## src/rtl/timer_pkg.sv

```systemverilog
// Shared types and helpers for the timer core: FSM state encoding and prescaler limit.
package timer_pkg;

  localparam int unsigned DIV_MAX_DEF = 8;
  // Prescaler limit width; supports exponents up to 15.
  localparam int unsigned LIM_W = 16;

  localparam logic [1:0] S_IDLE   = 2'd0;
  localparam logic [1:0] S_RUN    = 2'd1;
  localparam logic [1:0] S_HALTED = 2'd2;
  localparam logic [1:0] S_DONE   = 2'd3;

  typedef enum logic [1:0] {
    IDLE   = S_IDLE,
    RUN    = S_RUN,
    HALTED = S_HALTED,
    DONE   = S_DONE
  } tmr_state_t;

  // Terminal count of the prescaler: 2^min(div_val,div_max)-1, or 0 when undivided.
  function automatic logic [LIM_W-1:0] presc_lim(input logic div_en,
                                                  input logic [3:0] div_val,
                                                  input int unsigned div_max);
    int unsigned e;
    logic [31:0] full;
    e = (32'(div_val) > div_max) ? div_max : 32'(div_val);
    full = (32'd1 << e) - 32'd1;
    return div_en ? full[LIM_W-1:0] : '0;
  endfunction

endpackage

```

## src/rtl/timer_prescaler.sv

```systemverilog
// Power-of-two prescaler: emits a tick whenever the divide counter reaches the limit.
module timer_prescaler
  import timer_pkg::*;
#(
  parameter int unsigned DIV_MAX = DIV_MAX_DEF
) (
  input  logic       clk,
  input  logic       rst_n,
  input  logic       run,
  input  logic       clr,
  input  logic       div_en,
  input  logic [3:0] div_val,
  output logic       tick
);

  logic [LIM_W-1:0] lim;
  logic [LIM_W-1:0] div_cnt_reg;
  logic [LIM_W-1:0] div_cnt_next;

  assign lim = presc_lim(div_en, div_val, DIV_MAX);
  // >= so that lowering the divisor mid-count ticks immediately rather than wrapping.
  assign tick = run && (div_cnt_reg >= lim);

  always_comb begin
    div_cnt_next = div_cnt_reg;
    if (clr) begin
      div_cnt_next = '0;
    end else if (run) begin
      div_cnt_next = tick ? '0 : div_cnt_reg + 1'b1;
    end
  end

  always_ff @(posedge clk or negedge rst_n) begin
    if (!rst_n) begin
      div_cnt_reg <= '0;
    end else begin
      div_cnt_reg <= div_cnt_next;
    end
  end

endmodule

```

## src/rtl/timer_cmp_counter.sv

```systemverilog
// Timer core: run/halt/one-shot FSM, up-counter with reload, compare channels and sticky status.
module timer_cmp_counter
  import timer_pkg::*;
#(
  parameter int unsigned CNT_W   = 64,
  parameter int unsigned N_CMP   = 2,
  parameter int unsigned DIV_MAX = DIV_MAX_DEF
) (
  input  logic             clk,
  input  logic             rst_n,
  input  logic             timer_en,
  input  logic             halt,
  input  logic             div_en,
  input  logic [3:0]       div_val,
  input  logic             auto_rld,
  input  logic             one_shot,
  input  logic             cnt_wr,
  input  logic [CNT_W-1:0] cnt_wdata,
  input  logic [N_CMP-1:0] cmp_wr,
  input  logic [CNT_W-1:0] cmp_wdata,
  input  logic [N_CMP:0]   int_en,
  input  logic [N_CMP:0]   int_clr,
  output logic [CNT_W-1:0] counter,
  output logic [N_CMP:0]   int_st,
  output logic             irq,
  output logic             tick,
  output logic             busy
);

  tmr_state_t       state_reg, state_next;
  logic [CNT_W-1:0] counter_reg, counter_next;
  logic [CNT_W-1:0] cmp_reg [N_CMP];
  logic [N_CMP:0]   int_st_reg, int_st_next;
  logic [N_CMP-1:0] match;
  logic             run, tick_w, reload, ovf;

  assign run = (state_reg == RUN) && !halt;

  timer_prescaler #(
    .DIV_MAX(DIV_MAX)
  ) u_presc (
    .clk    (clk),
    .rst_n  (rst_n),
    .run    (run),
    .clr    (state_reg == IDLE),
    .div_en (div_en),
    .div_val(div_val),
    .tick   (tick_w)
  );

  generate
    for (genvar gi = 0; gi < N_CMP; gi++) begin : g_cmp
      assign match[gi] = tick_w && !cnt_wr && (counter_reg == cmp_reg[gi]);

      always_ff @(posedge clk or negedge rst_n) begin
        if (!rst_n) begin
          cmp_reg[gi] <= '1;
        end else if (cmp_wr[gi]) begin
          cmp_reg[gi] <= cmp_wdata;
        end
      end
    end
  endgenerate

  // A reload takes the counter to 0 before it can wrap, so it never counts as overflow.
  assign reload = tick_w && auto_rld && (counter_reg == cmp_reg[0]);
  assign ovf    = tick_w && !cnt_wr && !reload && (&counter_reg);

  always_comb begin
    counter_next = counter_reg;
    if (cnt_wr) begin
      counter_next = cnt_wdata;
    end else if (reload) begin
      counter_next = '0;
    end else if (tick_w) begin
      counter_next = counter_reg + 1'b1;
    end
  end

  assign int_st_next = (int_st_reg & ~int_clr) | {ovf, match};

  always_comb begin
    state_next = state_reg;
    if (!timer_en) begin
      state_next = IDLE;
    end else begin
      case (state_reg)
        IDLE:    state_next = RUN;
        RUN: begin
          if (halt) begin
            state_next = HALTED;
          end else if (one_shot && match[0]) begin
            state_next = DONE;
          end
        end
        HALTED:  if (!halt) state_next = RUN;
        DONE:    state_next = DONE;
        default: state_next = IDLE;
      endcase
    end
  end

  always_ff @(posedge clk or negedge rst_n) begin
    if (!rst_n) begin
      state_reg   <= IDLE;
      counter_reg <= '0;
      int_st_reg  <= '0;
    end else begin
      state_reg   <= state_next;
      counter_reg <= counter_next;
      int_st_reg  <= int_st_next;
    end
  end

  assign counter = counter_reg;
  assign int_st  = int_st_reg;
  assign irq     = |(int_st_reg & int_en);
  assign tick    = tick_w;
  assign busy    = (state_reg == RUN) || (state_reg == HALTED);

endmodule
```

## config.mk

```make
export PLATFORM = sky130hd
export DESIGN_NAME = timer_cmp_counter
export DESIGN_NICKNAME = d
export VERILOG_FILES = /design/src/rtl/timer_pkg.sv /design/src/rtl/timer_prescaler.sv /design/src/rtl/timer_cmp_counter.sv
export SDC_FILE = /design/constraint.sdc
export NUM_CORES = 1
export LEC_CHECK = 0
export ABC_AREA = 0
export CAP_MARGIN = 10
export CORE_MARGIN = 8
export CORE_UTILIZATION = 40
export DETAILED_ROUTE_END_ITERATION = 10
export GPL_TIMING_DRIVEN = 0
export PLACE_DENSITY_LB_ADDON = 0.12
export SYNTH_ARGS = -nofsm -noshare
export SYNTH_HDL_FRONTEND = slang
export SYNTH_HIERARCHICAL = 1
export SYNTH_SLANG_ARGS = --single-unit
```

## constraint.sdc

```tcl
create_clock -name clk -period 9.6 [get_ports clk]
set_clock_uncertainty 0.05 [all_clocks]
set_input_delay 1.44 -clock clk [delete_from_list [all_inputs] [get_ports clk]]
set_output_delay 1.44 -clock clk [all_outputs]
set_load 0.1 [all_outputs]
```

### Word level (Yosys, flattened, before mapping)

Cells that the tools add are included.

* register bits after elaboration: 213
* input port bits: 148
* output and inout bits: 70
* logic and storage cells: 56

* $add $sub $neg: 3
* $lt $le $gt $ge: 2
* eq/ne operators: 7
* shift operators: 1
* multiplexer cells: 13
* bitwise logic cells: 4
* reduce and logical (&&, ||, !) cells: 20

Operators with widths (count)
* 2-to-1 mux 64 bit: 3
* == test 64 bit: 2
* adder 64 x 1 -> 64 bit, second input constant: 1
* 2-to-1 mux 16 bit: 4
* AND reduction 64 bit: 1
* left shift 1 x 32 -> 16 bit, first input constant: 1
* adder 16 x 1 -> 16 bit, second input constant: 1
* >= comparator 16 bit: 1
* subtractor 16 x 1 -> 16 bit, second input constant: 1
* logical AND 1 bit: 10
* 2-to-1 mux 2 bit: 4
* case mux 2 bit (4 select lines): 1
* bitwise AND 3 bit: 2
* == test 2 bit, second input constant: 2
* greater-than comparator 4 bit, second input constant: 1
* 2-to-1 mux 4 bit: 1
* != test 4 x 3 -> 1 bit, second input constant: 1
* zero test 1 bit: 3
* != test 3 bit, second input constant: 1
* inverter 3 bit: 1
* bitwise OR 3 bit: 1
* nonzero test 3 bit: 1
* OR reduction 3 bit: 1
* == test 2 x 1 -> 1 bit, second input constant: 1
* other kinds (4): 4

### Logic depth before layout (Yosys ltp)

Gate-level depths: netlist (run 1).

* depth in word-level cells: 14
* depth in mapped cells: 21
* gate-level depth less buffers: 18

### Cells and area by module

Netlist (run 1), hierarchy kept.

By module, submodules not included
* timer_cmp_counter: instances 1, cells an instance 1090, area each 11375.9 um2, sequential area each 5089.9 um2
* timer_prescaler: instances 1, cells an instance 164, area each 1378.8 um2, sequential area each 400.4 um2

### Least setup slack after synthesis (run 1)

No wires, ideal clock.

* path type: input port to flip-flop
* start point: input div_val[3]
* end point: register int_st_reg[1] (netlist: int_st[1])
* setup time: 0.082 ns
* data arrival time: 5.888 ns
* required time: 9.468 ns
* setup slack: 3.580 ns
* stages on the path: 19
* buffers on the path: 1
* path through: clkbuf_1 nor3_1 nand2_1 ha_1 nor3_1 a21oi_1 o21ai_0 nand2_1 ha_1 nand2_1 or3_1 o221ai_1 a21o_1 and2_1 clkinv_1 nor2_1 o221ai_1 or4_1 o22ai_1

* cells in the longest elaborated chain, start to end: 10

RTL lines
* start: declaration: line timer_cmp_counter.sv:14 `input logic [3:0] div_val,`
* greater-than comparator 4 bit: line timer_pkg.sv:26 `e = (32'(div_val) > div_max) ? div_max : 32'(div_val);`
* 2-to-1 mux 4 bit (*): line timer_pkg.sv:26
* left shift 1 x 32 -> 16 bit (*): line timer_pkg.sv:27 `full = (32'd1 << e) - 32'd1;`
* subtractor 16 x 1 -> 16 bit (*): line timer_pkg.sv:27
* 2-to-1 mux 16 bit (*): line timer_pkg.sv:28 `return div_en ? full[LIM_W-1:0] : '0;`
* >= comparator 16 bit (*): line timer_prescaler.sv:22 `assign tick = run && (div_cnt_reg >= lim);`
* logical AND 1 bit (*): line timer_prescaler.sv:22
* via tick: line timer_cmp_counter.sv:26 `output logic tick,`
* logical AND 1 bit (*) (2 in a row): line timer_cmp_counter.sv:53 `assign match[gi] = tick_w && !cnt_wr && (counter_reg == cmp_reg[gi]);`
* bitwise OR 3 bit (*): line timer_cmp_counter.sv:80 `assign int_st_next = (int_st_reg & ~int_clr) | {ovf, match};`
* via int_st_next[1]: line timer_cmp_counter.sv:33 `logic [N_CMP:0] int_st_reg, int_st_next;`
* end signal: assignment: line timer_cmp_counter.sv:111 `int_st_reg <= int_st_next;`
* end: declaration: line timer_cmp_counter.sv:33

The timed path passes the listed nets; every way through them passes the cells marked *.
A chain may end at the register's enable or synchronous reset.

### Worst setup path after layout (run 1)

* start point: input div_val[1]
* end point: output tick

* cells in the longest elaborated chain, start to end: 7

RTL lines (line)
* greater-than comparator 4 bit: timer_pkg.sv:26
* 2-to-1 mux 4 bit (*): timer_pkg.sv:26
* left shift 1 x 32 -> 16 bit (*): timer_pkg.sv:27
* subtractor 16 x 1 -> 16 bit (*): timer_pkg.sv:27
* 2-to-1 mux 16 bit (*): timer_pkg.sv:28
* >= comparator 16 bit (*): timer_prescaler.sv:22
* logical AND 1 bit (*): timer_prescaler.sv:22
* end: declaration: timer_cmp_counter.sv:26

Every way passes the cells marked *; elsewhere a longest branch is shown, timed or not.

==> impl_metrics.tcl, run 1 <==
set metrics [dict create \
    worst_ir_drop_vdd_uv 134.2 \
    cts_setup_buffers 0 \
    drive_gt1_frac 0.2292 \
    dp_slack_ps 2460 \
    critPathArrivalTime_ps 5660 \
    power.leakage_nw 6.237 \
    cp-start-kind "input port" \
    syn-mean-instance-area_um2 10.17 \
    maxSlewHeadroom 0.2036 \
    cp_slowest_stage_delay_ps 1180 \
    wire_per_inst_um 26.45 \
    hold_violations 0 \
    ys_ff_latch 213 \
    cts-root-buf "clkbuf_16" \
    met2_usage 0.4270 \
    maxCapViolations 0 \
    holdBufCountCts 0 \
    synth_edf_count 0 \
    cts.sinks 213 \
    syn_inst 1254 \
    yosysWarnings 6 \
    cts_resized 0 \
    n_antenna_cell 0 \
    period_share 0.7445 \
    ant_nets 0 \
    die_h_um 194.6 \
    finalSetupViolCount 0 \
    rows 65 \
    clock_latency_ps 530 \
    power_density_nw_per_um2 168.4 \
    synthFlopType "dfstp_2" \
    yosys.area.top_type "dfstp_2" \
    initial_core_util 0.4052 \
    grt-busiest-layer "met2" \
    numPortBuffers 213 \
    syn2layout_area_growth_pct 27.40 \
    timing.fmax_mhz 139.9 \
    dr.pass1.iters 5 \
    wirelength_mm 50.79 \
    min_period_ps 7147 \
    grt_pass1_wl_mm 75.75 \
    status "finished clean" \
    drc 0 \
    hold_path.class "reg -> reg" \
    cts.path.max_buffers 3 \
    routed_via_density 5.807 \
    ys_types 88 \
    gp_congestion 0.9402 \
    cts_buffers 25 \
    largest_register_ff_count 128 \
    endpoint_kind "output pin" \
    yosysSeqAreaShare 0.4304 \
    cts_tree "done" \
    io_pins 218 \
    syn-cell-area_um2 12750 \
    cts-htree-levels 1 \
    grt_pass1_vias 11477 \
    worstPathMaxFanout 8 \
    grt_setup_unrepaired "no" \
    final_cells 1920 \
    hpwl_mm 38.90 \
    async_reset_ff_frac 1.000 \
    grt.overflow.total 0 \
    crit_path_top_delay_cell "clkdlybuf4s50_1" \
    dpl.cell_count 1875 \
    drt-initial-drc-count 864 \
    clkTransAtPathRegs_ps 60 \
    regArea_um2 5490 \
    worst_pin_slew_ps 1185 \
    fp.dieW_um 194.6 \
    multi_input_area_um2 6540 \
    required_ps 8110 \
    grt_use_total 0.2631 \
    coreArea_um2 31470 \
    fillers 2892 \
    path_class "in -> out" \
    grt_max_degree 113 \
    fin_ws_ps 2453 \
    grtUsageMet3 0.05217 \
    drv_slew 0 \
    nNetsFinal 1671 \
    met1_usage 0.3503 \
    num_vias 11149 \
    antenna_found_initial 0 \
    die-area_um2 37860 \
    yosys-top-cells-area "dfstp_2, dfrtp_1, mux2_2" \
    yosysTopAreaCellShare 0.2637 \
    final_util 0.5163 \
    path_cells "clkdlybuf4s50_1 > nor3_1 > nand2b_1 > ha_1 > nor3_1 > a21oi_1 > o21ai_0 > nand2_1 > ha_1 > nand2_1 > or3_1 > o221ai_1 > a21o_1 > and2_1 > clkdlybuf4s50_1" \
]
## critical path: cells and delay by family
kind / cells / cell delay (ps)
AO/OA/AOI/OAI: 4 / 770
adder cells (fa/ha/maj): 2 / 530
AND/OR/NAND/NOR: 7 / 1220
buffers and inverters: 2 / 1700
## power breakdown
part           total [mW]  internal, mW  switching (mW)
logic               0.698         0.251           0.446
registers            1.09          1.02          0.0729
clock network       0.949         0.558           0.391
## synth_stat cells, types with 3 or more instances
master and number:
dfstp_2 128, mux2_2 120, nand2_1 95, xor2_1 95, dfrtp_1 85, clkbuf_1 67
nor2_1 52, o21ai_0 49, a21oi_1 46, nor3_1 41, nand3_1 39, nand4_1 36
inv_1 35, nor4_1 35, xnor2_1 26, a31oi_1 25, ha_1 23, a2bb2oi_1 17
and3_1 15, or4_1 14, a21o_1 13, and2_1 11, clkbuf_8 11, a31o_2 10
a32o_1 8, o31ai_1 8, or3_1 8, buf_4 7, nand2b_1 7, a2111oi_0 6
a22oi_1 6, a32oi_1 6, buf_1 6, o21a_1 6, o22ai_1 6, a41oi_1 5
buf_2 5, nor2b_1 4, nor4_4 4, a22o_1 3, mux2i_1 3, o211a_1 3
o21bai_1 3
## final timing paths
kind	slack [ps]	cells after the start	startpoint	end
hold reg to reg	450	2	cmp_reg[49]$_DFFE_PN1P_	cmp_reg[49]$_DFFE_PN1P_
hold / removal	450	2	cmp_reg[49]$_DFFE_PN1P_	cmp_reg[49]$_DFFE_PN1P_
max in group asynchronous	7520	2	rst_n	cmp_reg[70]$_DFFE_PN1P_
setup / recovery	2450	15	div_val[1]	tick
setup reg to reg	5210	11	u_presc/div_cnt_reg[7]$_DFFE_PN0P_	int_st[1]$_DFF_PN0_
min in group asynchronous	930	1	rst_n	counter[38]$_DFFE_PN0P_
## routing by layer
layer,share of wire,wire length (um)
met5,0,0
met4,0.030,1535
met3,0.072,3671
met2,0.46,23380
met1,0.44,22200
## stage by stage
step | area (um^2) | TNS, ps | total power, mW | hold slack [ps]
after CTS | 16250 | 0 | 2.750 | 447.1
after global placement | 15410 | -185430 | 1.791 | 436.4
final | 16250 | 0 | 2.737 | 450.9
after detailed placement | 15440 | 0 | 1.799 | 435.6
after floorplan | 12770 | 0 | 1.524 | 408.9
after global routing | 16250 | 0 | 2.837 | 462.6
## layout by cell type, fill, tap and decap left out, types with 36 or more instances in the layout
master and count:
dfrtp_1 85, xor2_1 95, nand2_1 95, nand4_1 36
dfstp_2 128, nor2_1 52, a21oi_1 46, mux2_2 120
nor3_1 41, o21ai_0 49, clkbuf_1 76, clkdlybuf4s50_1 212
nand3_1 39
## cell type report
type | count | share of cell area
inverters | 37 | 0.008547
multi-input cells | 905 | 0.4025
repair buffers | 214 | 0.1332
clock buffers | 42 | 0.04874
well taps | 402 | 0.03095
clock inverters | 3 | 0.001001
plain buffers | 104 | 0.03719
flip-flops and latches | 213 | 0.3379
## logic make-up after synthesis
kind of cell,after synthesis,share of synthesized area
compound gates,247,0.1327
xor+xnor,121,0.08309
fa+ha+maj,23,0.02256
buf+inv,141,0.05827
flops,213,0.4304
mux,123,0.1083
other cells,1,0.0002940
simple gates,385,0.1643
Note: power is estimated with default switching activity, not from simulation.
==> run 2, diff against run 1 <==
==> constraint.sdc (replaced) <==
create_clock -name clk -period 6.2 [get_ports clk]
set_clock_uncertainty 0.05 [all_clocks]
set_input_delay 0.93 -clock clk [delete_from_list [all_inputs] [get_ports clk]]
set_output_delay 0.93 -clock clk [all_outputs]
set_load 0.1 [all_outputs]
==> impl_metrics.tcl, run 2 (same netlist as run 1, synthesis figures left out) <==
set metrics [dict create \
    gp_congestion 0.9402 \
    holdBufCountCts 0 \
    cts-htree-levels 1 \
    p_int_mw 2.829 \
    drc 0 \
    largest_register_ff_count 128 \
    grt_pass1_vias 11477 \
    final_cells 1920 \
    min_period_ps 5899 \
    num_vias 11102 \
    cts-root-buf "clkbuf_16" \
    total_power_mw 4.237 \
    status "finished clean" \
    reg2reg_from "u_presc/div_cnt_reg[7]$_DFFE_PN0P_" \
    drt-initial-drc-count 860 \
    cts_setup_buffers 0 \
    crit_path_top_delay_cell "a21oi_1" \
    cp_slowest_stage_delay_ps 870 \
    fin_tns_setup_ps 0 \
    rows 65 \
    power_density_nw_per_um2 260.7 \
    nNetsFinal 1671 \
    drv_slew 0 \
    netSwitchingFraction 0.3323 \
    worstPathMaxFanout 10 \
    grt_use_total 0.2631 \
    final_common_cell "clkdlybuf4s50_1" \
    r2r_slack_ps 1800 \
    drive_gt1_frac 0.2299 \
    wire_per_inst_um 26.43 \
    grt.overflow.total 0 \
    fp.dieW_um 194.6 \
    path_class "in -> reg" \
    regArea_um2 5490 \
    r2r_cells 11 \
    syn2layout_area_growth_pct 27.44 \
    required_ps 6580 \
    power.leakage_nw 6.256 \
    dr.pass1.iters 6 \
    holdWs_ps 421.7 \
    cts_buffers 25 \
    hold_path.class "in -> async" \
    startpoint "div_val[1]" \
    critPathArrivalTime_ps 6280 \
    maxSlewHeadroom 0.2023 \
    wirelength_mm 50.74 \
    dpl.cell_count 1875 \
    power.share.sequential 0.398 \
    period_share 0.9514 \
    power.switching_mw 1.408 \
    hpwl_mm 38.90 \
    combPwrFrac 0.255 \
    coreArea_um2 31470 \
    cts.path.max_buffers 3 \
    maxCapViolations 0 \
    initial_core_util 0.4052 \
    cp-start-kind "input port" \
    path_cells "clkdlybuf4s50_1 > nor3_1 > nand2b_1 > ha_1 > nor3_1 > a21oi_1 > o21ai_0 > nand2_1 > ha_1 > nand2_1 > or3_1 > o221ai_1 > a21o_1 > and2_1 > clkinv_1 > a21oi_1 > clkbuf_1 > nand2_1 > a31oi_1" \
    multi_input_area_um2 6543 \
    die_h_um 194.6 \
    die-area_um2 37860 \
    worst_pin_slew_ps 1187 \
    timing.fmax_mhz 169.5 \
    clockPowerShare 0.347 \
    ant_nets 0 \
    finalSetupViolCount 0 \
    numPortBuffers 213 \
    fillers 2894 \
    layout_common_cells "clkdlybuf4s50_1, dfstp_2, mux2_2, xor2_1, nand2_1" \
    clkTransAtPathRegs_ps 60 \
    cts_tree "done" \
    hold_violations 0 \
    crit_top_cell "nand2_1" \
    grt_setup_unrepaired "no" \
    endpoint_kind "register" \
    worst_ir_drop_vdd_uv 207.3 \
    cts_resized 0 \
    clock_latency_ps 530 \
    n_antenna_cell 0 \
    r2r-end "counter[21]$_DFFE_PN0P_" \
    routed_via_density 5.782 \
    cts.sinks 213 \
    io_pins 218 \
    antenna_found_initial 0 \
    grt_max_degree 113 \
    grt_pass1_wl_mm 75.75 \
]
## run 2: cell types whose count changed in the layout (fill, tap and decap cells not counted)
cell / change
clkdlybuf4s50_1: -1
dlymetal6s2s_1: +1
nor2_1: -1
nor2_2: +1
## run 2: routing by layer
metal / global-route usage / part of all wire
met1: 0.3503 / 0.43
met2: 0.4270 / 0.46
met3: 0.05217 / 0.075
met4: 0.07921 / 0.030
met5: 0 / 0
## run 2: worst max-delay path by stage
stage | endpoint | slack, ps | cells after the start
6_report | counter[21]$_DFFE_PN0P_ | 300 | 19
5_1_grt | counter[9]$_DFFE_PN0P_ | 20 | 19
4_1_cts | tick | 80 | 15
3_5_place_dp | int_st[1]$_DFF_PN0_ | -130 | 19
3_3_place_gp | int_st[2]$_DFF_PN0_ | -5110 | 1
2_1_floorplan | int_st[1]$_DFF_PN0_ | 690 | 19
## run 2: area by class of cell
class / count / share of cell area
Multi-Input combinational cell: 905 / 0.4025
Sequential cell: 213 / 0.3378
Timing Repair Buffer: 214 / 0.1333
Clock buffer: 42 / 0.04873
Buffer: 104 / 0.03718
Tap cell: 402 / 0.03094
Inverter: 37 / 0.008544
Clock inverter: 3 / 0.001001
## run 2: worst max-delay path: cells and delay by family
family	cells	cell delay, ps
AO/OA/AOI/OAI	6	1880
adder cells (fa/ha/maj)	2	530
buffers and inverters	3	1620
AND/OR/NAND/NOR	8	1310
## run 2: stage by stage
stage	setup WS, ps	cell area, um^2	util
global route	16.26	16250	0.5164
finish	301.3	16250	0.5164
detailed placement	-134.0	15440	0.4906
global placement	-5106	15410	0.4896
CTS	77.88	16250	0.5163
floorplan	689.8	12770	-
## run 2: power groups by stage
stage	Clock (mW)	Sequential, mW	Combinational (mW)
2_1_floorplan	0	1.93	0.432
3_3_place_gp	0	1.70	1.07
3_5_place_dp	0	1.71	1.08
4_1_cts	1.49	1.69	1.08
5_1_grt	1.55	1.70	1.14
6_report	1.47	1.69	1.08
